===== config.mk =====
export PLATFORM = sky130hd
export DESIGN_NAME = spi_register_master
export DESIGN_NICKNAME = d
export VERILOG_FILES = /design/src/rtl/spi_register_master.sv
export SDC_FILE = /design/constraint.sdc
export NUM_CORES = 1
export LEC_CHECK = 0
export ABC_CLOCK_PERIOD_IN_PS = 9150
export CAP_MARGIN = 5
export CORE_ASPECT_RATIO = 0.6
export CORE_MARGIN = 4
export CORE_UTILIZATION = 45
export DETAILED_ROUTE_END_ITERATION = 16
export GPL_TIMING_DRIVEN = 0
export PLACE_DENSITY = 0.79
export SLEW_MARGIN = 10
export SYNTH_ARGS = -nofsm -noshare
export SYNTH_HDL_FRONTEND = slang
export SYNTH_SLANG_ARGS = --single-unit

===== constraint.sdc =====
create_clock -name clk -period 9.15 [get_ports clk]
set_clock_uncertainty 0.2 [all_clocks]
set_input_delay 0.915 -clock clk [delete_from_list [all_inputs] [get_ports clk]]
set_output_delay 0.915 -clock clk [all_outputs]
set_load 0.005 [all_outputs]

===== src/rtl/spi_register_master.sv =====
// SPI mode-0 initiator for the register protocol: 8-bit command, then 32-bit word.
// Host-side stand-in for loopback self-test and register-file stimulus.
module spi_register_master #(
  parameter int CLK_DIV    = 4,
  parameter int GAP_CYCLES = 8
) (
  input  logic        clk,
  input  logic        reset,
  input  logic        start,
  input  logic        is_write,
  input  logic [6:0]  reg_addr,
  input  logic [31:0] wdata,
  output logic        busy,
  output logic        done,
  output logic [31:0] rdata,
  output logic        sck,
  output logic        cs_n,
  output logic        sdo,
  input  logic        sdi
);
  localparam int CMAX =
    (CLK_DIV > GAP_CYCLES) ? CLK_DIV : GAP_CYCLES;
  localparam int CW = $clog2(CMAX);

  typedef enum logic [2:0] {
    IDLE,
    CS_SETUP,
    CMD_SHIFT,
    GAP,
    DATA_SHIFT,
    CS_HOLD
  } state_t;

  state_t state, state_nxt;

  logic [CW-1:0] cnt;
  logic          phase;
  logic [4:0]    bcnt;
  logic [39:0]   tx_sr;
  logic [31:0]   rx_sr;
  logic          wr_q;

  logic shifting;
  logic half_end;
  logic gap_end;
  logic bit_end;
  logic last_bit;

  assign shifting = (state == CMD_SHIFT) ||
                    (state == DATA_SHIFT);
  assign half_end = (cnt == CW'(CLK_DIV - 1));
  assign gap_end  = (cnt == CW'(GAP_CYCLES - 1));
  assign bit_end  = shifting && phase && half_end;
  assign last_bit = (bcnt == 5'd0);

  always_ff @(posedge clk or posedge reset) begin
    if (reset) state <= IDLE;
    else       state <= state_nxt;
  end

  always_comb begin
    state_nxt = state;
    unique case (state)
      IDLE:       if (start) state_nxt = CS_SETUP;
      CS_SETUP:   if (half_end) state_nxt = CMD_SHIFT;
      CMD_SHIFT:  if (bit_end && last_bit) state_nxt = GAP;
      GAP:        if (gap_end) state_nxt = DATA_SHIFT;
      DATA_SHIFT: if (bit_end && last_bit) state_nxt = CS_HOLD;
      CS_HOLD:    if (half_end) state_nxt = IDLE;
      default:    state_nxt = IDLE;
    endcase
  end

  always_comb begin
    busy = (state != IDLE);
    cs_n = (state == IDLE);
    sck  = shifting && phase;
    sdo  = (state != IDLE) && tx_sr[39];
  end

  // tx_sr shifts at the end of each high phase, so sdo
  // only moves at the start of a low phase.
  always_ff @(posedge clk or posedge reset) begin
    if (reset) begin
      cnt   <= '0;
      phase <= 1'b0;
      bcnt  <= 5'd0;
      tx_sr <= '0;
      rx_sr <= '0;
      wr_q  <= 1'b0;
      done  <= 1'b0;
      rdata <= '0;
    end else begin
      done <= 1'b0;
      if (state == IDLE) begin
        cnt   <= '0;
        phase <= 1'b0;
        if (start) begin
          wr_q  <= is_write;
          bcnt  <= 5'd7;
          tx_sr <= {is_write, reg_addr,
                    is_write ? wdata : 32'h0};
          rx_sr <= '0;
        end
      end else begin
        if ((state_nxt != state) ||
            (shifting && half_end))
          cnt <= '0;
        else
          cnt <= cnt + 1'b1;
        if (shifting && half_end)
          phase <= ~phase;
        if (bit_end) begin
          tx_sr <= {tx_sr[38:0], 1'b0};
          bcnt  <= last_bit ? 5'd31 : bcnt - 5'd1;
          if (state == DATA_SHIFT)
            rx_sr <= {rx_sr[30:0], sdi};
        end
        if ((state == CS_HOLD) &&
            (state_nxt == IDLE)) begin
          done <= 1'b1;
          if (!wr_q) rdata <= rx_sr;
        end
      end
    end
  end

endmodule


* Word-level counts from Yosys, hierarchy flattened
Index checks and enable logic that the tools add are counted.
** Storage, ports and cells
- Word-level logic and storage cells :: 67
- Input port bits :: 44
- Output and inout bits :: 37
- Register bits after elaboration :: 118
** Cells by class
- Reductions and logical operators :: 19
- Add/sub/neg operators :: 2
- Equal/unequal tests :: 9
- Multiplexer cells :: 25
- Bitwise operators :: 3
** Operator list (number)
- 32-bit two-way mux :: 5
- 40-bit two-way mux :: 3
- 3-bit two-way mux :: 8
- 5-bit two-way mux :: 4
- 3-bit case mux with 6 select lines :: 1
- 3-bit by 2-bit equality test with 1-bit output, second input constant :: 3
- 3-bit equality test, second input constant :: 3
- 1-bit logical AND :: 6
- 3-bit logical NOT :: 2
- 3-bit AND reduction :: 2
- 2-bit nonzero test :: 3
- 5-bit logical NOT :: 1
- 5-bit by 1-bit subtractor with 5-bit output, second input constant :: 1
- 1-bit two-way mux :: 4
- 2-bit AND reduction :: 2
- 3-bit by 1-bit adder with 3-bit output, second input constant :: 1
- 3-bit by 1-bit equality test with 1-bit output, second input constant :: 1
- 3-bit != test :: 1
- 1-bit NOT :: 3
- 3-bit nonzero test :: 1
- 1-bit logical OR :: 2
- 2-bit != test, second input constant :: 1

* Depth between registers and ports, before layout
Gate-level depths: netlist of run 1.
- Depth in word-level cells :: 11
- Depth in mapped cells :: 9
- Mapped depth without buffers :: 6

* Worst setup path after synthesis of run 1
OpenSTA, ideal clock, no wires.
- Path kind :: register -> output
- Start :: register state[2]
- End :: output sdo
- Path slack :: 6.812 ns
- Path buffers :: 2
- Data required time :: 8.035 ns
- Arrival time :: 1.223 ns
- Stages on the path, launching flop included :: 7
- Cell sequence :: dfrtp_1 > buf_2 > inv_2 > nand2_1 > clkinv_1 > clkbuf_1 > nor2b_1
** On the way
- Cells in the longest elaborated chain, start to end :: 2
** RTL lines
- start, declared :: RTL line 34 : state_t state, state_nxt;
- start signal, assigned :: RTL line 58 : else state <= state_nxt;
- 3-bit nonzero test :: RTL line 78 : sdo = (state != IDLE) && tx_sr[39];
- 1-bit logical AND :: RTL line 78
- end, declared :: RTL line 18 : output logic sdo,
Every way passes these cells.

* Worst setup path after layout of run 1
Same ends and word-level chain as after synthesis.

==> summary.md, run 1 <==
| Metric | Value |
|---|---|
| Run status | `complete, no violations` |
| Yosys reg bits | `118` |
| VDD IR-drop max | `approximately 160 uV` |
| Initial antenna violation count | `0` |
| Post-synthesis xor/xnor area fraction | `0%` |
| Setup TNS | `0 ns` |
| Area Overhead vs Synth | `32.0%` |
| Design area | `0.00657 mm^2` |
| Reg-to-Reg End | `rx_sr[21]$_DFFE_PP0P_` |
| Port Buffer Count | `slightly below 80` |
| DRC Markers | `0` |
| Post-synthesis adder-cell area fraction | `1.46%` |
| CTS Buf Count | `17` |
| Setup-failing EPs final | `0` |
| Critical path startpoint category | `register` |
| Clk pin slew, worst setup/hold paths | `0.05 ns` |
| Post-Synthesis Cells | `~450` |
| First-pass GRT wire length | `18400 um` |
| DIE WIDTH | `between 100 and 150 um` |
| R2R setup slack | `6.64 ns` |
| Fin Hold WS | `0.260 ns` |
| Fin util | `61.6%` |
| Max cap viols | `0` |
| RD Place Congestion | `between 0.8 and 0.9` |
| Minimum clock period | `3.61 ns` |
| Number of H-tree levels | `4` |
| Reg2reg path depth | `8` |
| Mapped Area | `0.00498 mm^2` |
| CTS tree | `yes` |
| Count of cell types in the netlist | `39` |
| CP Class | `register to primary output` |
| Mux share of post-synthesis cell area | `7.67%` |
| Total Routing Usage GR | `18.1%` |
| Post-CTS sizing | `0` |
| Syn Area/Cell | `11.0 um^2` |
| Hold crit path type | `register to register` |
| ANT cells | `0` |
| EDFF count, synth | `0` |
| Largest net degree at the start of global routing | `80` |
| Post-DP HPWL | `7670 um` |
| NumNets Final | `600` |
| Final WL | `between 10000 and 15000 um` |
| DIE AREA | `roughly 0.013 mm^2` |
| Core area | `approximately 0.011 mm^2` |
| Vias per cell | `5.49` |
| Syn Nets | `between 500 and 600` |
| Post-synth top flop | `dfrtp_1` |
| TritonCTS Sinks | `118` |
| Max Fanout on Critical Path | `10` |
| Hold-fix buffers at CTS | `0` |
| Sequential-to-total area share from yosys stat | `between 50% and 60%` |
| Area contributors post-synth | `dfrtp_1 59%, mux2_2 7.2%, a22o_1 5.8%, a31oi_1 5.2%, nand2_1 4.1%` |
| Initial Util | `a little under half` |
| Asr flop ratio synth | `100%` |
| Ports | `just over 80` |
| Synth area leader | `dfrtp_1` |
| Highest metal used | `met4` |
| Slew headroom | `approximately 55%` |
| Post-DP Area | `approximately 0.006 mm^2` |
| Metal3 WL | `477 um` |
| Setup Fix Bufs, Post-CTS | `0` |
| Layout cells sized above 1 | `14.7%` |
| CTS max path bufs | `2` |
| Max-slew violation count | `0` |
| Setup crit end kind | `primary output` |
| Largest family of logic cells by synthesized area | `compound AO/OA/AOI/OAI gates` |
| P_leak | `~3 nW` |
| Per-cell routed wire length | `15.8 um` |
| Drt first pass iters | `5` |
| Area share of and/or/nand/nor cells after synthesis | `13.6%` |
| Hold_sp | `cnt[0]$_DFF_PP0_` |
| Fmax | `277 MHz` |
| Yosys Warn Count | `0` |
| Placement row count | `29` |
| Drt initial violations | `319` |
| RSZ-0062 raised after global routing | `false` |
| FF-to-FF Start | `cnt[0]$_DFF_PP0_` |
| CP arrival | `2.50 ns` |
| ANT nets after route | `0` |
| Met2 wire len | `5020 um` |
| Worst Max-Slew Pin Slew | `0.664 ns` |
| Clock latency on the worst-skew pair | `roughly 0.40 ns` |
| PwrDens | `185 mW/mm^2` |
| Vias in the first global route | `around 3700` |
| Hold path depth | `1` |
| Share of the synthesized area in the top cell type | `59.3%` |
| Required @ worst endpoint | `8.04 ns` |
| Final Hold Viols | `0` |
| Vias | `3853` |
| Root buffer cell | `clkbuf_16` |
| Complex-gate fraction of the synthesized area | `a little over an eighth` |
| Tcrit/Tclk final | `between 30% and 40%` |
| Metal-1 WL | `5470 um` |
| GR Overflow Total | `0` |
| Die Ht | `89.5 um` |
| Worst Hold Path EP | `cnt[0]$_DFF_PP0_` |
report_power, final:
part	internal, mW	leakage [nW]	total [mW]	switching, mW
logic	0.0178	1.27	0.0335	0.0157
clock network	0.434	0.295	0.657	0.223
registers	0.522	1.44	0.522	0
total	0.974	3.01	1.21	0.239
Yosys cell counts (all sizes together), types with 2 or more instances:
cell	count
nor2	49
o31ai	3
o21ai	2
nand2b	4
dfrtp	118
nor3	3
inv	9
mux2	33
a211oi	2
clkbuf	17
ha	5
nand2	55
buf	18
a31oi	41
nor2b	5
nand3	32
a21oi	7
a22o	33
nand4b	2
worst max-delay path: stages (launching register included):
cell and delay [ns]:
dfrtp_1 0.37, buf_2 0.23, inv_2 0.09, nand2_1 0.19
clkinv_1 0.24, clkbuf_1 0.29, nor2b_1 0.16, clkdlybuf4s50_1 0.52
layout by cell type (no fill, tap or decap), drive strengths merged, types with 2 or more instances in the layout:
cell | Yosys | routed
a21oi | 7 | 7
a31oi | 41 | 41
clkdlybuf4s50 | 0 | 79
clkbuf | 17 | 40
o21ai | 2 | 2
ha | 5 | 5
nand3 | 32 | 32
clkinv | 1 | 6
nand2 | 55 | 55
nor2 | 49 | 49
o31ai | 3 | 3
nor2b | 5 | 5
inv | 9 | 9
dfrtp | 118 | 118
bufinv | 0 | 2
buf | 18 | 19
nand4b | 2 | 2
nand2b | 4 | 4
mux2 | 33 | 33
a22o | 33 | 33
a211oi | 2 | 2
nor3 | 3 | 3
layer usage:
metal  GRT usage (%)  vias up
met3            4.22       14
li1                -     1810
met1            26.7     1922
met5               0        -
met4            5.90        0
met2            26.7      107
flip-flops by register name (all words and copies together) (netlist names):
name	count
cnt	3
bcnt	5
state	3
wr_q	1
rdata	32
tx_sr	40
phase	1
done	1
rx_sr	32
kinds of logic after synthesis:
kind of cell | Yosys count
and+or+nand+nor | 155
AOI/OAI and AO/OA | 94
buffers and inverters | 45
muxes | 34
adders and majority gates | 6
DFF | 118
layout make-up:
type / instances / area (um^2)
plain buffers: 35 / 170
repair buffers: 80 / 818
multi-input cells: 289 / 1820
fillers: 841 / 4100
inverters: 10 / 42.5
clock buffers: 23 / 498
well taps: 139 / 174
flip-flops and latches: 118 / 2950
clock inverters: 8 / 96.3
stage by stage:
step	cells	setup WS (ns)	total power, mW
5_1_grt	702	5.32	1.26
6_report	702	5.54	1.21
3_3_place_gp	670	3.39	0.563
4_1_cts	702	5.57	1.23
3_5_place_dp	671	5.99	0.566
2_1_floorplan	452	4.91	0.542
how the worst max path moves through the flow:
stage	from	end	slack, ns	depth (start not counted)
2_1_floorplan	reset	bcnt[0]$_DFFE_PP0P_	4.91	1
3_3_place_gp	reset	tx_sr[38]$_DFFE_PP0P_	3.39	2
3_5_place_dp	state[2]$_DFF_PP0_	sdo	5.99	7
4_1_cts	state[2]$_DFF_PP0_	sdo	5.57	7
5_1_grt	state[2]$_DFF_PP0_	sdo	5.32	7
6_report	state[2]$_DFF_PP0_	sdo	5.54	7
Note: power is estimated with default switching activity, not from simulation.
==> run 2: changes to the inputs <==
--- a/config.mk
+++ b/config.mk
@@ -5,7 +5,7 @@
 export SDC_FILE = /design/constraint.sdc
 export NUM_CORES = 1
 export LEC_CHECK = 0
-export ABC_CLOCK_PERIOD_IN_PS = 9150
+export ABC_CLOCK_PERIOD_IN_PS = 3600
 export CAP_MARGIN = 5
 export CORE_ASPECT_RATIO = 0.6
 export CORE_MARGIN = 4
==> constraint.sdc (replaced) <==
create_clock -name clk -period 3.6 [get_ports clk]
set_clock_uncertainty 0.2 [all_clocks]
set_input_delay 0.36 -clock clk [delete_from_list [all_inputs] [get_ports clk]]
set_output_delay 0.36 -clock clk [all_outputs]
set_load 0.005 [all_outputs]
==> run 2 against run 1 <==
  * Global-route usage down 0.34 points
  * Clock-buffer cell count down 5
  * Flip-flop and latch count unchanged
  * Combinational power grew to 2.7 times the previous value
  * Critical path depth stayed put
  * Die area unchanged
  * Worst setup slack lost 4.9 ns
  * Utilization is 0.69 points higher
  * Final area up 1.1%
  * Hold slack worse by 0.17 ns
  * Clock power grew to 2.7 times the previous value
  * Sequential share of layout area shrank 0.50 points
==> summary.md, run 2 (synthesis results as in run 1) <==
| Metric | Value |
|---|---|
| CTS max path bufs | `2` |
| Vias in the first global route | `3635` |
| Slew headroom | `between 50% and 60%` |
| CTS Buf Count | `17` |
| Tot Pwr | `about 3.2 mW` |
| DIE WIDTH | `144 um` |
| Setup Fix Bufs, Post-CTS | `0` |
| Number of flip-flops in the largest register | `40` |
| Clock latency on the worst-skew pair | `0.40 ns` |
| Area Overhead vs Synth | `33.5%` |
| VDD IR-drop max | `308 uV` |
| Final Hold Viols | `0` |
| Required @ worst endpoint | `3.04 ns` |
| Drt first pass iters | `6` |
| CTS tree | `yes` |
| Commonest non-fill, non-tap cells in the layout | `118 x dfrtp_1, 79 x clkdlybuf4s50_1, 55 x nand2_1` |
| Fin Hold WS | `about 0.09 ns` |
| Post-CTS sizing | `0` |
| Setup crit end kind | `primary output` |
| Largest net degree at the start of global routing | `41` |
| Worst Max-Slew Pin Slew | `between 0.5 and 0.6 ns` |
| Vias per cell | `5.47` |
| PwrDens | `484 mW/mm^2` |
| Fmax | `335 MHz` |
| Layout cells sized above 1 | `15.4%` |
| Vias | `3854` |
| Post-DP HPWL | `7660 um` |
| TritonCTS Sinks | `118` |
| Port Buffer Count | `79` |
| Setup-failing EPs final | `0` |
| DRC Markers | `0` |
| Largest regs | `tx_sr (40), rdata (32), rx_sr (32)` |
| RSZ-0062 raised after global routing | `false` |
| Root buffer cell | `clkbuf_16` |
| Tcrit/Tclk final | `82.8%` |
| Most common cell after layout, fill and taps aside | `dfrtp_1` |
| GR Overflow Total | `0` |
| Number of H-tree levels | `4` |
| Worst setup path startpoint | `state[2]$_DFF_PP0_` |
| Total Routing Usage GR | `17.8%` |
| ANT cells | `0` |
| Critical path startpoint category | `register` |
| Max Fanout on Critical Path | `10` |
| Die Ht | `89.5 um` |
| FF-to-FF Start | `cnt[0]$_DFF_PP0_` |
| Max-slew violation count | `0` |
| Hold-fix buffers at CTS | `0` |
| Setup slack at placement | `1.01 ns` |
| Largest Register | `tx_sr` |
| Slowest CP cell | `clkdlybuf4s50_1` |
| Hold crit path type | `primary input to asynchronous set/reset pin` |
| CP cell instances | `buf_2 > inv_2 > nand2_1 > clkinv_1 > clkbuf_1 > nor2b_1 > clkdlybuf4s50_1` |
| Drt initial violations | `approximately 280` |
| Final worst slack | `0.618 ns` |
| DIE AREA | `between 0.01 and 0.015 mm^2` |
| Final WL | `10900 um` |
| Per-cell routed wire length | `15.4 um` |
| RD Place Congestion | `~0.86` |
| Placement row count | `29` |
| P_leak | `3.02 nW` |
| Clk pin slew, worst setup/hold paths | `0.06 ns` |
| Initial antenna violation count | `0` |
| Ports | `81` |
| Max cap viols | `0` |
| Run status | `complete, no violations` |
| Initial Util | `46.7%` |
| CP Class | `register to primary output` |
| Core area | `~0.011 mm^2` |
| Minimum clock period | `2.98 ns` |
| NumNets Final | `around 600` |
| Setup TNS | `0 ns` |
| CP peak stage delay | `0.51 ns` |
| First-pass GRT wire length | `~18000 um` |
| ANT nets after route | `0` |
| CP arrival | `2.42 ns` |
==> run 2: changes by cell type in the layout (fill, tap and decap cells not counted), sizes merged <==
cell,previous run,this run
inv,9,11
buf,19,21
clkbuf,40,35
clkinvlp,1,6
clkinv,6,3
bufinv,2,4
==> run 2: metal layers <==
| layer | vias to the layer above | track usage, % | wire length [um] |
|---|---|---|---|
| met5 | - | 0 | 0 |
| met4 | 0 | 5.56 | 129 |
| met3 | 12 | 4.54 | 579 |
| met2 | 112 | 25.6 | 4820 |
| met1 | 1915 | 26.5 | 5360 |
| li1 | 1815 | - | - |
==> run 2: final timing paths <==
| check | to | slack (ns) | depth (start not counted) |
|---|---|---|---|
| max in group asynchronous | tx_sr[36]$_DFFE_PP0P_ | 2.38 | 4 |
| worst max-delay path | sdo | 0.62 | 7 |
| worst min register to register | cnt[0]$_DFF_PP0_ | 0.25 | 1 |
| worst max register to register | rx_sr[8]$_DFFE_PP0P_ | 1.17 | 8 |
| worst min-delay path | rdata[16]$_DFFE_PP0P_ | 0.09 | 2 |
| min in group clk | tx_sr[29]$_DFFE_PP0P_ | 0.16 | 3 |
==> run 2: worst max-delay path: cells and delay by family (launching register included) <==
family	cells	cell delay, ns
buffers and inverters	5	1.31
and+or+nand+nor	2	0.34
DFF	1	0.37
==> run 2: report_power, final <==
part / internal (mW) / leakage [nW] / total (mW) / switching, mW
clock network: 1.18 / 0.296 / 1.80 / 0.618
registers: 1.33 / 1.44 / 1.33 / 0
logic: 0.0485 / 1.28 / 0.0888 / 0.0403
==> run 2: area by class of cell <==
type                            instances  area [um^2]
Buffer                                 35          170
Clock buffer                           18          439
Clock inverter                         14          198
Fill cell                             816         4020
Inverter                               10         41.3
Multi-Input combinational cell        289         1820
Sequential cell                       118         2950
Tap cell                              139          174
Timing Repair Buffer                   82          851
==> run 2: per-stage QoR <==
step | cells | cell area [um^2] | util [%]
floorplan | 452 | 4980 | -
global placement | 670 | 5950 | 55.7
detailed placement | 673 | 6010 | 56.3
CTS | 705 | 6640 | 62.3
global route | 705 | 6640 | 62.3
finish | 705 | 6640 | 62.3
==> run 3: changes to the inputs <==
--- a/config.mk
+++ b/config.mk
@@ -5,7 +5,7 @@
 export SDC_FILE = /design/constraint.sdc
 export NUM_CORES = 1
 export LEC_CHECK = 0
-export ABC_CLOCK_PERIOD_IN_PS = 3600
+export ABC_CLOCK_PERIOD_IN_PS = 2900
 export CAP_MARGIN = 5
 export CORE_ASPECT_RATIO = 0.6
 export CORE_MARGIN = 4
==> constraint.sdc (replaced) <==
create_clock -name clk -period 2.9 [get_ports clk]
set_clock_uncertainty 0.2 [all_clocks]
set_input_delay 0.29 -clock clk [delete_from_list [all_inputs] [get_ports clk]]
set_output_delay 0.29 -clock clk [all_outputs]
set_load 0.005 [all_outputs]
==> run 3 against run 2 <==
  * Combinational power increased by 24%
  * Wire length decreased by 0.11%
  * Register-to-register slack got worse by 0.71 ns
  * Clock power increased by 24%
  * Die area unchanged
  * Highest routed layer unchanged
  * Clock-buffer cell count unchanged
==> summary.md, run 3 (synthesis results as in run 1) <==
| Metric | Value |
|---|---|
| Run status | `complete, no violations` |
| DP Cell Count | `673` |
| Worst Max-Slew Pin Slew | `0.599 ns` |
| PwrDens | `around 600 mW/mm^2` |
| VDD IR-drop max | `~380 uV` |
| Die Ht | `89.5 um` |
| Final Hold Viols | `0` |
| Max Fanout on Critical Path | `10` |
| Required @ worst endpoint | `2.41 ns` |
| Largest net degree at the start of global routing | `41` |
| Number of H-tree levels | `4` |
| Number of flip-flops in the largest register | `40` |
| ANT nets after route | `0` |
| Minimum clock period | `roughly 2.6 ns` |
| CTS Buf Count | `17` |
| Slowest CP cell | `clkdlybuf4s50_1` |
| Vias per cell | `5.45` |
| Root buffer cell | `clkbuf_16` |
| Initial Util | `46.7%` |
| Most common cell after layout, fill and taps aside | `dfrtp_1` |
| R2R setup slack | `0.46 ns` |
| TritonCTS Sinks | `118` |
| Total Routing Usage GR | `between 15 and 20%` |
| Post-Layout Cell Count | `705` |
| Critical path startpoint category | `register` |
| Storage cell area | `0.00295 mm^2` |
| Initial antenna violation count | `0` |
| Tcrit/Tclk final | `91.3%` |
| RSZ-0062 raised after global routing | `false` |
| Port Buffer Count | `79` |
| NumNets Final | `602` |
| Setup-failing EPs final | `0` |
| Multi-input logic area | `~0.0018 mm^2` |
| Top delay family on crit path | `buffers and inverters` |
| Hold crit path type | `primary input to asynchronous set/reset pin` |
| CP arrival | `2.16 ns` |
| Reg-to-Reg End | `rx_sr[8]$_DFFE_PP0P_` |
| Reg2reg path depth | `8` |
| CTS max path bufs | `2` |
| Ports | `81` |
| CP bufs+invs | `4` |
| Fmax | `378 MHz` |
| Commonest non-fill, non-tap cells in the layout | `118 x dfrtp_1, 79 x clkdlybuf4s50_1, 54 x nand2_1` |
| CP cell instances | `buf_2 > inv_2 > nand2_2 > clkbuf_1 > clkdlybuf4s50_1` |
| Per-cell routed wire length | `15.4 um` |
| Drt first pass iters | `5` |
| Area Overhead vs Synth | `33.6%` |
| RD Place Congestion | `about 0.86` |
| Drt initial violations | `282` |
| CP peak stage delay | `0.58 ns` |
| Core area | `about 0.011 mm^2` |
| Clock latency on the worst-skew pair | `0.40 ns` |
| Setup crit end kind | `primary output` |
| DIE AREA | `0.0129 mm^2` |
| Filler cell count | `between 800 and 900` |
| Final WL | `10900 um` |
| Layout cells sized above 1 | `16.1%` |
| Setup TNS | `0 ns` |
| GR Overflow Total | `0` |
| Placement row count | `29` |
| Tot Pwr | `3.99 mW` |
| Slew headroom | `59.8%` |
| Vias in the first global route | `3631` |
| ANT cells | `0` |
| Largest Register | `tx_sr` |
| Vias | `3845` |
| Max cap viols | `0` |
| Max-slew violation count | `0` |
| DRC Markers | `0` |
| P_leak | `just over 3 nW` |
| Setup Fix Bufs, Post-CTS | `0` |
| Post-DP HPWL | `roughly 7700 um` |
| DIE WIDTH | `roughly 140 um` |
| FF-to-FF Start | `cnt[0]$_DFF_PP0_` |
| Clk pin slew, worst setup/hold paths | `0.06 ns` |
| CP Class | `register to primary output` |
| Largest regs | `tx_sr (40), rdata (32), rx_sr (32)` |
| First-pass GRT wire length | `18000 um` |
| CTS tree | `yes` |
## run 3: cell count changes in the layout (fill, tap and decap cells not counted)
cell      delta
nand2_1      -1
clkbuf_2     +2
inv_2        +1
clkbuf_1     -2
clkinv_1     -1
nand2_2      +1
## run 3: per-layer routing
layer	up-vias	wire length (um)	track usage, %
met3	8	578	4.54
met2	104	4900	25.6
li1	1814	-	-
met5	-	0	0
met4	0	97	5.56
met1	1919	5310	26.4
## run 3: cell type report
cell class                      instances  area share [%]
Sequential cell                       118            44.4
Multi-Input combinational cell        289            27.4
Timing Repair Buffer                   82            12.8
Clock buffer                           18            6.61
Clock inverter                         14            2.97
Tap cell                              139            2.62
Buffer                                 35            2.60
Inverter                               10           0.621
## run 3: stage by stage
| stage | hold WS (ns) | setup WS, ns | cell area, um^2 | utilization, % |
|---|---|---|---|---|
| finish | 0.0217 | 0.252 | 6650 | 62.3 |
| CTS | 0.0223 | 0.0141 | 6650 | 62.3 |
| detailed placement | 0.242 | 0.384 | 6010 | 56.3 |
| global route | 0.0312 | 0.0758 | 6650 | 62.3 |
| global placement | 0.221 | -0.0691 | 5950 | 55.7 |
| floorplan | 0.210 | 0.779 | 4980 | - |
## run 3: repair_timing
action                     CTS  global route
hold buffers                 0             0
pin swaps                    0             0
setup endpoints to repair    2             1
resized for setup            2             2
cloned                       0             0
## run 3: worst max-delay path by stage
stage                                   from                    end  slack [ns]  cells after the start
final                     state[2]$_DFF_PP0_                   busy        0.25                      5
after global routing      state[2]$_DFF_PP0_                    sdo        0.08                      7
after CTS                 state[2]$_DFF_PP0_                    sdo        0.01                      7
after detailed placement  state[2]$_DFF_PP0_                    sdo        0.38                      7
after global placement                 reset  tx_sr[37]$_DFFE_PP0P_       -0.07                      2
after floorplan             cnt[0]$_DFF_PP0_  rdata[12]$_DFFE_PP0P_        0.78                      8
## run 3: report_power, final
part	total (mW)	leakage [nW]	internal [mW]	switching (mW)
Sequential	1.65	1.44	1.65	0
Clock	2.23	0.296	1.47	0.766
Combinational	0.110	1.29	0.0602	0.0499
Total	3.99	3.03	3.18	0.816
